==> config.mk <==
export PLATFORM = sky130hd
export DESIGN_NAME = sram_bist
export DESIGN_NICKNAME = d
export VERILOG_FILES = /design/src/rtl/sram_bist.sv
export SDC_FILE = /design/constraint.sdc
export NUM_CORES = 1
export LEC_CHECK = 0
export CAP_MARGIN = 20
export CORE_MARGIN = 10
export CORE_UTILIZATION = 59
export DETAILED_ROUTE_END_ITERATION = 6
export GPL_TIMING_DRIVEN = 0
export PLACE_DENSITY_LB_ADDON = 0.3
export RECOVER_POWER = 50
export SYNTH_ARGS = -nofsm -noshare
export SYNTH_HDL_FRONTEND = slang
export SYNTH_SLANG_ARGS = --single-unit
==> constraint.sdc <==
create_clock -name clk -period 4.3 [get_ports clk]
set_input_delay 0.86 -clock clk [delete_from_list [all_inputs] [get_ports clk]]
set_output_delay 0.86 -clock clk [all_outputs]
set_load 0.05 [all_outputs]
==> src/rtl/sram_bist.sv <==
// sram_bist: SRAM built-in self test driving an sram_controller over a
// req/ready request channel and an in-order rvalid read-return channel.
// Ports:
//   clk, reset_n        clock, asynchronous active-low reset
//   start, cfg_*        run request and its configuration (sampled in CFG)
//   busy, done, pass    run status; done is a 1-cycle pulse at run end
//   err_count, first_*  saturating mismatch count and first-failure capture
//   cur_mode            pattern currently under test
//   mem_*               request channel (req/ready/we/addr/wdata) and read return
module sram_bist #(
  parameter int ADDR_BITS       = 20,
  parameter int DATA_BITS       = 16,
  parameter int ERR_BITS        = 16,
  parameter int MAX_OUTSTANDING = 4
) (
  input  logic                 clk,
  input  logic                 reset_n,
  input  logic                 start,
  input  logic [ADDR_BITS-1:0] cfg_addr_lo,
  input  logic [ADDR_BITS-1:0] cfg_addr_hi,
  input  logic [2:0]           cfg_mode,
  input  logic                 cfg_stop_on_err,
  output logic                 busy,
  output logic                 done,
  output logic                 pass,
  output logic [ERR_BITS-1:0]  err_count,
  output logic [ADDR_BITS-1:0] first_err_addr,
  output logic [DATA_BITS-1:0] first_err_expected,
  output logic [DATA_BITS-1:0] first_err_actual,
  output logic [2:0]           cur_mode,
  output logic                 mem_req,
  input  logic                 mem_ready,
  output logic                 mem_we,
  output logic [ADDR_BITS-1:0] mem_addr,
  output logic [DATA_BITS-1:0] mem_wdata,
  input  logic [DATA_BITS-1:0] mem_rdata,
  input  logic                 mem_rvalid
);

  localparam int OW = $clog2(MAX_OUTSTANDING) + 1;

  typedef enum logic [2:0] {
    S_IDLE, S_CFG, S_WRITE, S_READ, S_DRAIN, S_NEXT, S_FINISH
  } state_t;

  state_t               state_q, state_d;
  logic [ADDR_BITS-1:0] lo_q, lo_d, hi_q, hi_d;
  logic [2:0]           mode_q, mode_d, cur_mode_q, cur_mode_d;
  logic                 stop_q, stop_d, cfg_ok_q, cfg_ok_d;
  logic                 halt_q, halt_d, pass_q, pass_d;
  logic [ADDR_BITS-1:0] addr_q, addr_d, chk_addr_q, chk_addr_d;
  logic [OW-1:0]        outst_q, outst_d;
  logic                 cmp_valid_q, cmp_valid_d;
  logic [DATA_BITS-1:0] cmp_exp_q, cmp_exp_d, cmp_act_q, cmp_act_d;
  logic [ADDR_BITS-1:0] cmp_addr_q, cmp_addr_d;
  logic [ERR_BITS-1:0]  err_count_q, err_count_d;
  logic [ADDR_BITS-1:0] first_err_addr_q, first_err_addr_d;
  logic [DATA_BITS-1:0] first_err_expected_q, first_err_expected_d;
  logic [DATA_BITS-1:0] first_err_actual_q, first_err_actual_d;

  logic rd_acc, rv_acc, mismatch, pass_now, cfg_ok_now;

  function automatic logic [DATA_BITS-1:0] pattern(input logic [2:0] m,
                                                   input logic [ADDR_BITS-1:0] a);
    logic [DATA_BITS-1:0] p;
    logic [ADDR_BITS-1:0] sh;
    p  = '0;
    sh = a % ADDR_BITS'(DATA_BITS);
    case (m)
      3'd1: p = '1;
      3'd2: for (int unsigned i = 0; i < DATA_BITS; i++) p[i] = (i[0] == a[0]);
      3'd3: p = DATA_BITS'(a);
      3'd4: p = DATA_BITS'(1) << sh;
      default: p = '0;
    endcase
    return p;
  endfunction

  always_comb begin
    state_d              = state_q;
    lo_d                 = lo_q;
    hi_d                 = hi_q;
    mode_d               = mode_q;
    cur_mode_d           = cur_mode_q;
    stop_d               = stop_q;
    cfg_ok_d             = cfg_ok_q;
    halt_d               = halt_q;
    pass_d               = pass_q;
    addr_d               = addr_q;
    chk_addr_d           = chk_addr_q;
    cmp_valid_d          = 1'b0;
    cmp_exp_d            = cmp_exp_q;
    cmp_act_d            = cmp_act_q;
    cmp_addr_d           = cmp_addr_q;
    err_count_d          = err_count_q;
    first_err_addr_d     = first_err_addr_q;
    first_err_expected_d = first_err_expected_q;
    first_err_actual_d   = first_err_actual_q;
    busy                 = 1'b0;
    done                 = 1'b0;
    mem_req              = 1'b0;
    mem_we               = 1'b0;
    rd_acc               = 1'b0;

    // Returns only count while reads are in flight, so stale returns after reset are dropped.
    rv_acc     = mem_rvalid && (outst_q != '0);
    mismatch   = cmp_valid_q && (cmp_exp_q != cmp_act_q);
    pass_now   = cfg_ok_q && (err_count_q == '0);
    cfg_ok_now = (cfg_addr_lo <= cfg_addr_hi) && !(cfg_mode inside {3'd5, 3'd6});

    if (rv_acc) begin
      cmp_valid_d = 1'b1;
      cmp_exp_d   = pattern(cur_mode_q, chk_addr_q);
      cmp_act_d   = mem_rdata;
      cmp_addr_d  = chk_addr_q;
      chk_addr_d  = chk_addr_q + ADDR_BITS'(1);
    end

    // Once halted, remaining returns are still compared but no longer counted.
    if (mismatch && !halt_q) begin
      if (err_count_q != '1) err_count_d = err_count_q + ERR_BITS'(1);
      if (err_count_q == '0) begin
        first_err_addr_d     = cmp_addr_q;
        first_err_expected_d = cmp_exp_q;
        first_err_actual_d   = cmp_act_q;
      end
      if (stop_q) halt_d = 1'b1;
    end

    case (state_q)
      S_IDLE: if (start) state_d = S_CFG;
      S_CFG: begin
        busy                 = 1'b1;
        lo_d                 = cfg_addr_lo;
        hi_d                 = cfg_addr_hi;
        mode_d               = cfg_mode;
        stop_d               = cfg_stop_on_err;
        cfg_ok_d             = cfg_ok_now;
        cur_mode_d           = (cfg_mode == 3'd7) ? 3'd0 : cfg_mode;
        addr_d               = cfg_addr_lo;
        chk_addr_d           = cfg_addr_lo;
        halt_d               = 1'b0;
        pass_d               = 1'b0;
        cmp_valid_d          = 1'b0;
        err_count_d          = '0;
        first_err_addr_d     = '0;
        first_err_expected_d = '0;
        first_err_actual_d   = '0;
        state_d              = cfg_ok_now ? S_WRITE : S_FINISH;
      end
      S_WRITE: begin
        busy    = 1'b1;
        mem_req = 1'b1;
        mem_we  = 1'b1;
        if (mem_ready) begin
          if (addr_q == hi_q) begin
            addr_d  = lo_q;
            state_d = S_READ;
          end else begin
            addr_d = addr_q + ADDR_BITS'(1);
          end
        end
      end
      S_READ: begin
        busy = 1'b1;
        if (halt_q) begin
          state_d = S_DRAIN;
        end else if (outst_q < OW'(MAX_OUTSTANDING)) begin
          mem_req = 1'b1;
          if (mem_ready) begin
            rd_acc = 1'b1;
            if (addr_q == hi_q) begin
              addr_d  = lo_q;
              state_d = S_DRAIN;
            end else begin
              addr_d = addr_q + ADDR_BITS'(1);
            end
          end
        end
      end
      S_DRAIN: begin
        busy = 1'b1;
        // Wait for the registered compare of the last return as well.
        if ((outst_q == '0) && !cmp_valid_q) state_d = halt_q ? S_FINISH : S_NEXT;
      end
      S_NEXT: begin
        busy       = 1'b1;
        chk_addr_d = lo_q;
        if ((mode_q == 3'd7) && (cur_mode_q != 3'd4)) begin
          cur_mode_d = cur_mode_q + 3'd1;
          state_d    = S_WRITE;
        end else begin
          state_d = S_FINISH;
        end
      end
      S_FINISH: begin
        done    = 1'b1;
        pass_d  = pass_now;
        state_d = S_IDLE;
      end
      default: state_d = S_IDLE;
    endcase

    outst_d = outst_q + OW'(rd_acc) - OW'(rv_acc);
  end

  always_ff @(posedge clk or negedge reset_n) begin
    if (!reset_n) begin
      state_q              <= S_IDLE;
      lo_q                 <= '0;
      hi_q                 <= '0;
      mode_q               <= '0;
      cur_mode_q           <= '0;
      stop_q               <= 1'b0;
      cfg_ok_q             <= 1'b0;
      halt_q               <= 1'b0;
      pass_q               <= 1'b0;
      addr_q               <= '0;
      chk_addr_q           <= '0;
      outst_q              <= '0;
      cmp_valid_q          <= 1'b0;
      cmp_exp_q            <= '0;
      cmp_act_q            <= '0;
      cmp_addr_q           <= '0;
      err_count_q          <= '0;
      first_err_addr_q     <= '0;
      first_err_expected_q <= '0;
      first_err_actual_q   <= '0;
    end else begin
      state_q              <= state_d;
      lo_q                 <= lo_d;
      hi_q                 <= hi_d;
      mode_q               <= mode_d;
      cur_mode_q           <= cur_mode_d;
      stop_q               <= stop_d;
      cfg_ok_q             <= cfg_ok_d;
      halt_q               <= halt_d;
      pass_q               <= pass_d;
      addr_q               <= addr_d;
      chk_addr_q           <= chk_addr_d;
      outst_q              <= outst_d;
      cmp_valid_q          <= cmp_valid_d;
      cmp_exp_q            <= cmp_exp_d;
      cmp_act_q            <= cmp_act_d;
      cmp_addr_q           <= cmp_addr_d;
      err_count_q          <= err_count_d;
      first_err_addr_q     <= first_err_addr_d;
      first_err_expected_q <= first_err_expected_d;
      first_err_actual_q   <= first_err_actual_d;
    end
  end

  // pass is presented during the FINISH cycle itself, then held.
  assign pass               = (state_q == S_FINISH) ? pass_now : pass_q;
  assign err_count          = err_count_q;
  assign first_err_addr     = first_err_addr_q;
  assign first_err_expected = first_err_expected_q;
  assign first_err_actual   = first_err_actual_q;
  assign cur_mode           = cur_mode_q;
  assign mem_addr           = addr_q;
  assign mem_wdata          = pattern(cur_mode_q, addr_q);

endmodule

Word-level counts from Yosys, hierarchy flattened
Index checks and enable logic that the tools add are counted.
Widths: inputs -> output; s select.
{ "totals": {"register_bits": 217, "latchBits": 0, "ramBits": 0, "romBits": 0, "in_bits": 65, "output_inout_bits": 112, "n_memories": 0} }
{ "op_classes": {"add_sub_neg": 6, "n_mul": 0, "div_mod_pow": 0, "magnitude_cmp": 2, "eq_ne": 28, "shifts": 2, "muxes": 53, "bitwise": 2, "n_reduce_logical": 30} }
{ "ops": {"columns": ["cell", "n"], "rows": [
  ["$mux 20", 8],
  ["$mux 16", 9],
  ["$pmux 16 s4", 2],
  ["$pmux 20 s3", 1],
  ["$add 20x1->20 const B", 2],
  ["$pmux 20 s2", 1],
  ["$mux 3", 12],
  ["$shl 1x4->16 const A", 2],
  ["$eq 3x3->1 const B", 8],
  ["$eq 20x20->1", 1],
  ["$le 20x20->1", 1],
  ["$pmux 3 s6", 1],
  ["$add 16x1->16 const B", 1],
  ["$logic_not 16->1", 1],
  ["$ne 16x16->1", 1],
  ["$ne 16x16->1 const B", 1],
  ["$mux 1", 15],
  ["$ne 2x2->1 const B", 7],
  ["$reduce_bool 2->1", 7],
  ["$eq 3x2->1 const B", 4],
  ["$ne 3x3->1 const B", 4],
  ["$reduce_bool 3->1", 3],
  ["$reduce_and 2->1", 4],
  ["$logic_and 1x1->1", 7],
  ["other kinds (14)", 20]
]} }

Longest topological paths before layout
{ "logic_depth": {"word_depth": 6, "mapped_depth": 11, "mapped_depth_nobuf": 10} }

Least setup slack after synthesis
Ideal clock, no wire load.
{ "synth_timing": {"path_type": "register -> output", "startpoint": "reg cur_mode_q[2], in the netlist cur_mode[2]", "endpoint": "out mem_wdata[3]", "t_arrival_ps": 2291, "slack_ps": 1149, "stages_incl_launch_ff": 7, "path_cell_list": "dfrtp_1 clkbuf_1 inv_1 nor2_1 clkbuf_1 nand2_1 o221ai_1"} }
{ "synth_between": {"elab_chain_cells": 2, "elab_cells_between_ends": 5} }
{ "synth_rtl": {"columns": ["item", "line_no", "text"], "rows": [
  ["start: declaration", "48", "logic [2:0] mode_q, mode_d, cur_mode_q, cur_mode_d;"],
  ["start signal: assignment", "234", "cur_mode_q <= cur_mode_d;"],
  ["$eq 3x3->1, or another cell as far along", "69", "case (m)"],
  ["$pmux 16 s4 (*)", "69", null],
  ["end: declaration", "35", "output logic [DATA_BITS-1:0] mem_wdata,"]
]} }
Every way passes the cells marked *; elsewhere a longest branch is shown, timed or not.

Worst setup path in the final report
{ "layout_timing": {"startpoint": "reg cur_mode_q[2], in the netlist cur_mode[2]", "endpoint": "out mem_wdata[12]"} }
The elaborated chain is that of the path after synthesis.

==> metrics <==
Post-CTS Hold Fix Bufs=0; CP Launch Type=flop; Critical Path RT=3.44 ns; global route overflow=0; Sequential Area=5430 µm²; Initial Util=60.1%; sw frac=between 40% and 50%; buffers added on ports=176; Longest Clk Path Bufs=3; Arrival @ worst endpoint=between 3 and 4 ns; synthesized flop and latch total=217; vias per cell=between 5 and 6; Vias=10400; io pins=~180; Die X=161 µm; Multi-input gate area=5680 µm²; crit share post-route=between 90% and 100%; number of remaining DRC errors=0; Max-slew headroom=-58.3%; top cells by area, synth=dfrtp_1 (46%), nand2_1 (8.1%), mux2i_1 (6.6%), ha_1 (4.4%), xnor2_1 (3.9%); worst-path fanout max=10; initial antenna violation count=1; critical path endpoint category=output port; commonest non-fill, non-tap cell in the layout=nand2_1; most frequent cells in the layout=nand2_1 (253), dfrtp_1 (217), clkdlybuf4s50_1 (173); Floorplan Core Area=19500 µm²; Max VDD drop=roughly 0.44 mV; Resize count post-CTS=0; overall global routing resource usage=26.6%; sequential share of the synthesized area=between 40% and 50%; final design utilization=75.0%; Post-CTS Setup Bufs=0; CTS tree=built; Worst-path clk slew=roughly 0.060 ns; Reg power frac=30.5%; total clock sinks=around 220; ys async rst share=100%; top-area cell type share of the netlist area=a little under half; synth warn=0; post-synthesis cell area=11700 µm²; Avg Inst Size Synth=9.30 µm²; Clock Tree Root=clkbuf_16; Hold Vio Cnt, Final=0; DRT Pass-1 Iters=6; Synth cell types=63; Final Power=roughly 12 mW; Final Max Tran Viols=97; layout cell share with drive strength beyond 1=5.41%; fmax=0.237 GHz; first-pass GRT wire length=approximately 57000 µm; Max Cap Viol=1; power share of the clock group=17.1%; Fill cells=about 1500; hpwl dp=26200 µm; skew final=0.0118 ns; status=finished, violations left; DR iter-0 viols=844; Leak Pwr=~6.7 nW; final RePlAce weighted congestion=0.949; wirelength, routed=35300 µm; ANT nets after route=0; Pwr Density=838 nW/µm²; Layout area overhead=24.8%; Die ar.=25900 µm²; Pint=~6.4 mW; failing checks=capacitance limit, slew limit; Clock Latency Late Sink=approximately 0.53 ns; die height=161 µm; RSZ-0062 raised after global routing=no; crit path kind=flop to output port; routed length per instance=20.2 µm; EDFF count, synth=0; P_sw=5.86 mW; CTS buffer count=23; Post-synth top flop=dfrtp_1; gate count of the mapped netlist=1263; Layout Nets=~1600; final setup violating endpoints=0; largest net degree at the start of global routing=122; Period minus WS final=4.21 ns; CTS H-tree depth=1; vias in the first global route=10400; worst slew pin tran=2.37 ns; Mapped Nets=1370; Site Rows=between 50 and 60; Gate power share=52.4%; largest area contributor in the netlist=dfrtp_1; HP Class=flop to flop
[critical path, cell delays in order (launching register included)]
cell and delay, ns:
dfrtp_1 0.36, clkbuf_1 0.37, inv_1 0.15, nor2_1 0.21, clkbuf_1 0.46, and3_1 0.29
a221o_1 0.17, clkdlybuf4s50_1 0.82
[power groups by stage]
stage	registers, mW	clock network [mW]	logic [mW]
global placement	3.72	0	6.22
detailed placement	3.74	0	6.36
finish	3.75	2.10	6.43
floorplan	4.56	0	3.36
global route	3.85	2.19	6.89
CTS	3.73	2.10	6.42
[cell type report]
type                       instances  area share [%]
buffer                            81            3.03
multi-input combinational        917            38.8
timing repair buffer             177            12.2
tap                              265            2.26
clock inverter                     6           0.820
antenna                            1          0.0171
clock buffer                      34            4.62
inverter                          48            1.23
sequential                       217            37.1
[path summary, 6_finish.rpt]
kind	start	endpoint	cells past startpoint	slack, ns
worst max-delay path	cur_mode[2]$_DFFE_PN0P_	mem_wdata[12]	7	0.09
worst min register to register	mode_q[2]$_DFFE_PN0P_	mode_q[2]$_DFFE_PN0P_	2	0.48
min in group asynchronous	reset_n	first_err_actual[4]$_DFFE_PN0P_	1	1.03
worst max register to register	outst_q[2]$_DFF_PN0_	outst_q[2]$_DFF_PN0_	11	0.64
worst min-delay path	mode_q[2]$_DFFE_PN0P_	mode_q[2]$_DFFE_PN0P_	2	0.48
max in group asynchronous	reset_n	hi_q[7]$_DFFE_PN0P_	2	1.78
[Yosys cell counts, types with 3 or more instances]
master,instances
a211oi_1,21
a21o_1,5
a21oi_1,49
a221o_1,13
a221oi_1,13
a22oi_1,18
a31o_1,5
a31oi_1,17
a41o_1,7
and2_1,4
and3_1,14
buf_1,8
buf_12,6
buf_2,21
clkbuf_1,43
dfrtp_1,217
ha_1,41
inv_1,46
mux2i_1,77
nand2_1,253
nand2b_1,4
nand3_1,24
nand4_1,23
nor2_1,105
nor2b_1,21
nor3_1,14
nor4_1,7
o21ai_0,48
o21ai_1,24
o21bai_1,3
xnor2_1,52
xor2_1,22
[per-layer routing]
metal  wire, µm  global-route usage [%]  up-vias
met5          0                       0        -
met1      14000                    33.0     5012
met3       2940                    5.62       94
met2      17100                    45.0      487
met4       1240                    9.31        0
li1           -                       -     4763
[metrics by stage]
stage	cell area [µm²]	worst slack (ns)	hold slack, ns	cells	TNS (ns)
floorplan	11700	1.15	0.445	1263	0
global placement	13800	-6.62	0.464	1704	-1431.96
detailed placement	13900	0.404	0.468	1705	0
CTS	14700	0.126	0.372	1745	0
global route	14700	0.00750	0.517	1746	0
finish	14700	0.0852	0.480	1746	0
[logic make-up after synthesis]
family,share of synthesized area (%)
AND/OR/NAND/NOR,18.2
AO/OA/AOI/OAI,13.6
flip-flops,46.3
buffers and inverters,5.34
multiplexers,6.57
XOR/XNOR,5.52
adder cells (fa/ha/maj),4.54
[registers in the layout, summed over array words and instances (netlist names), 20 cells and up]
signal and flops:
hi_q 20, chk_addr_q 20, cmp_addr_q 20, lo_q 20, mem_addr 20, first_err_addr 20
Note: power is estimated with default switching activity, not from simulation.
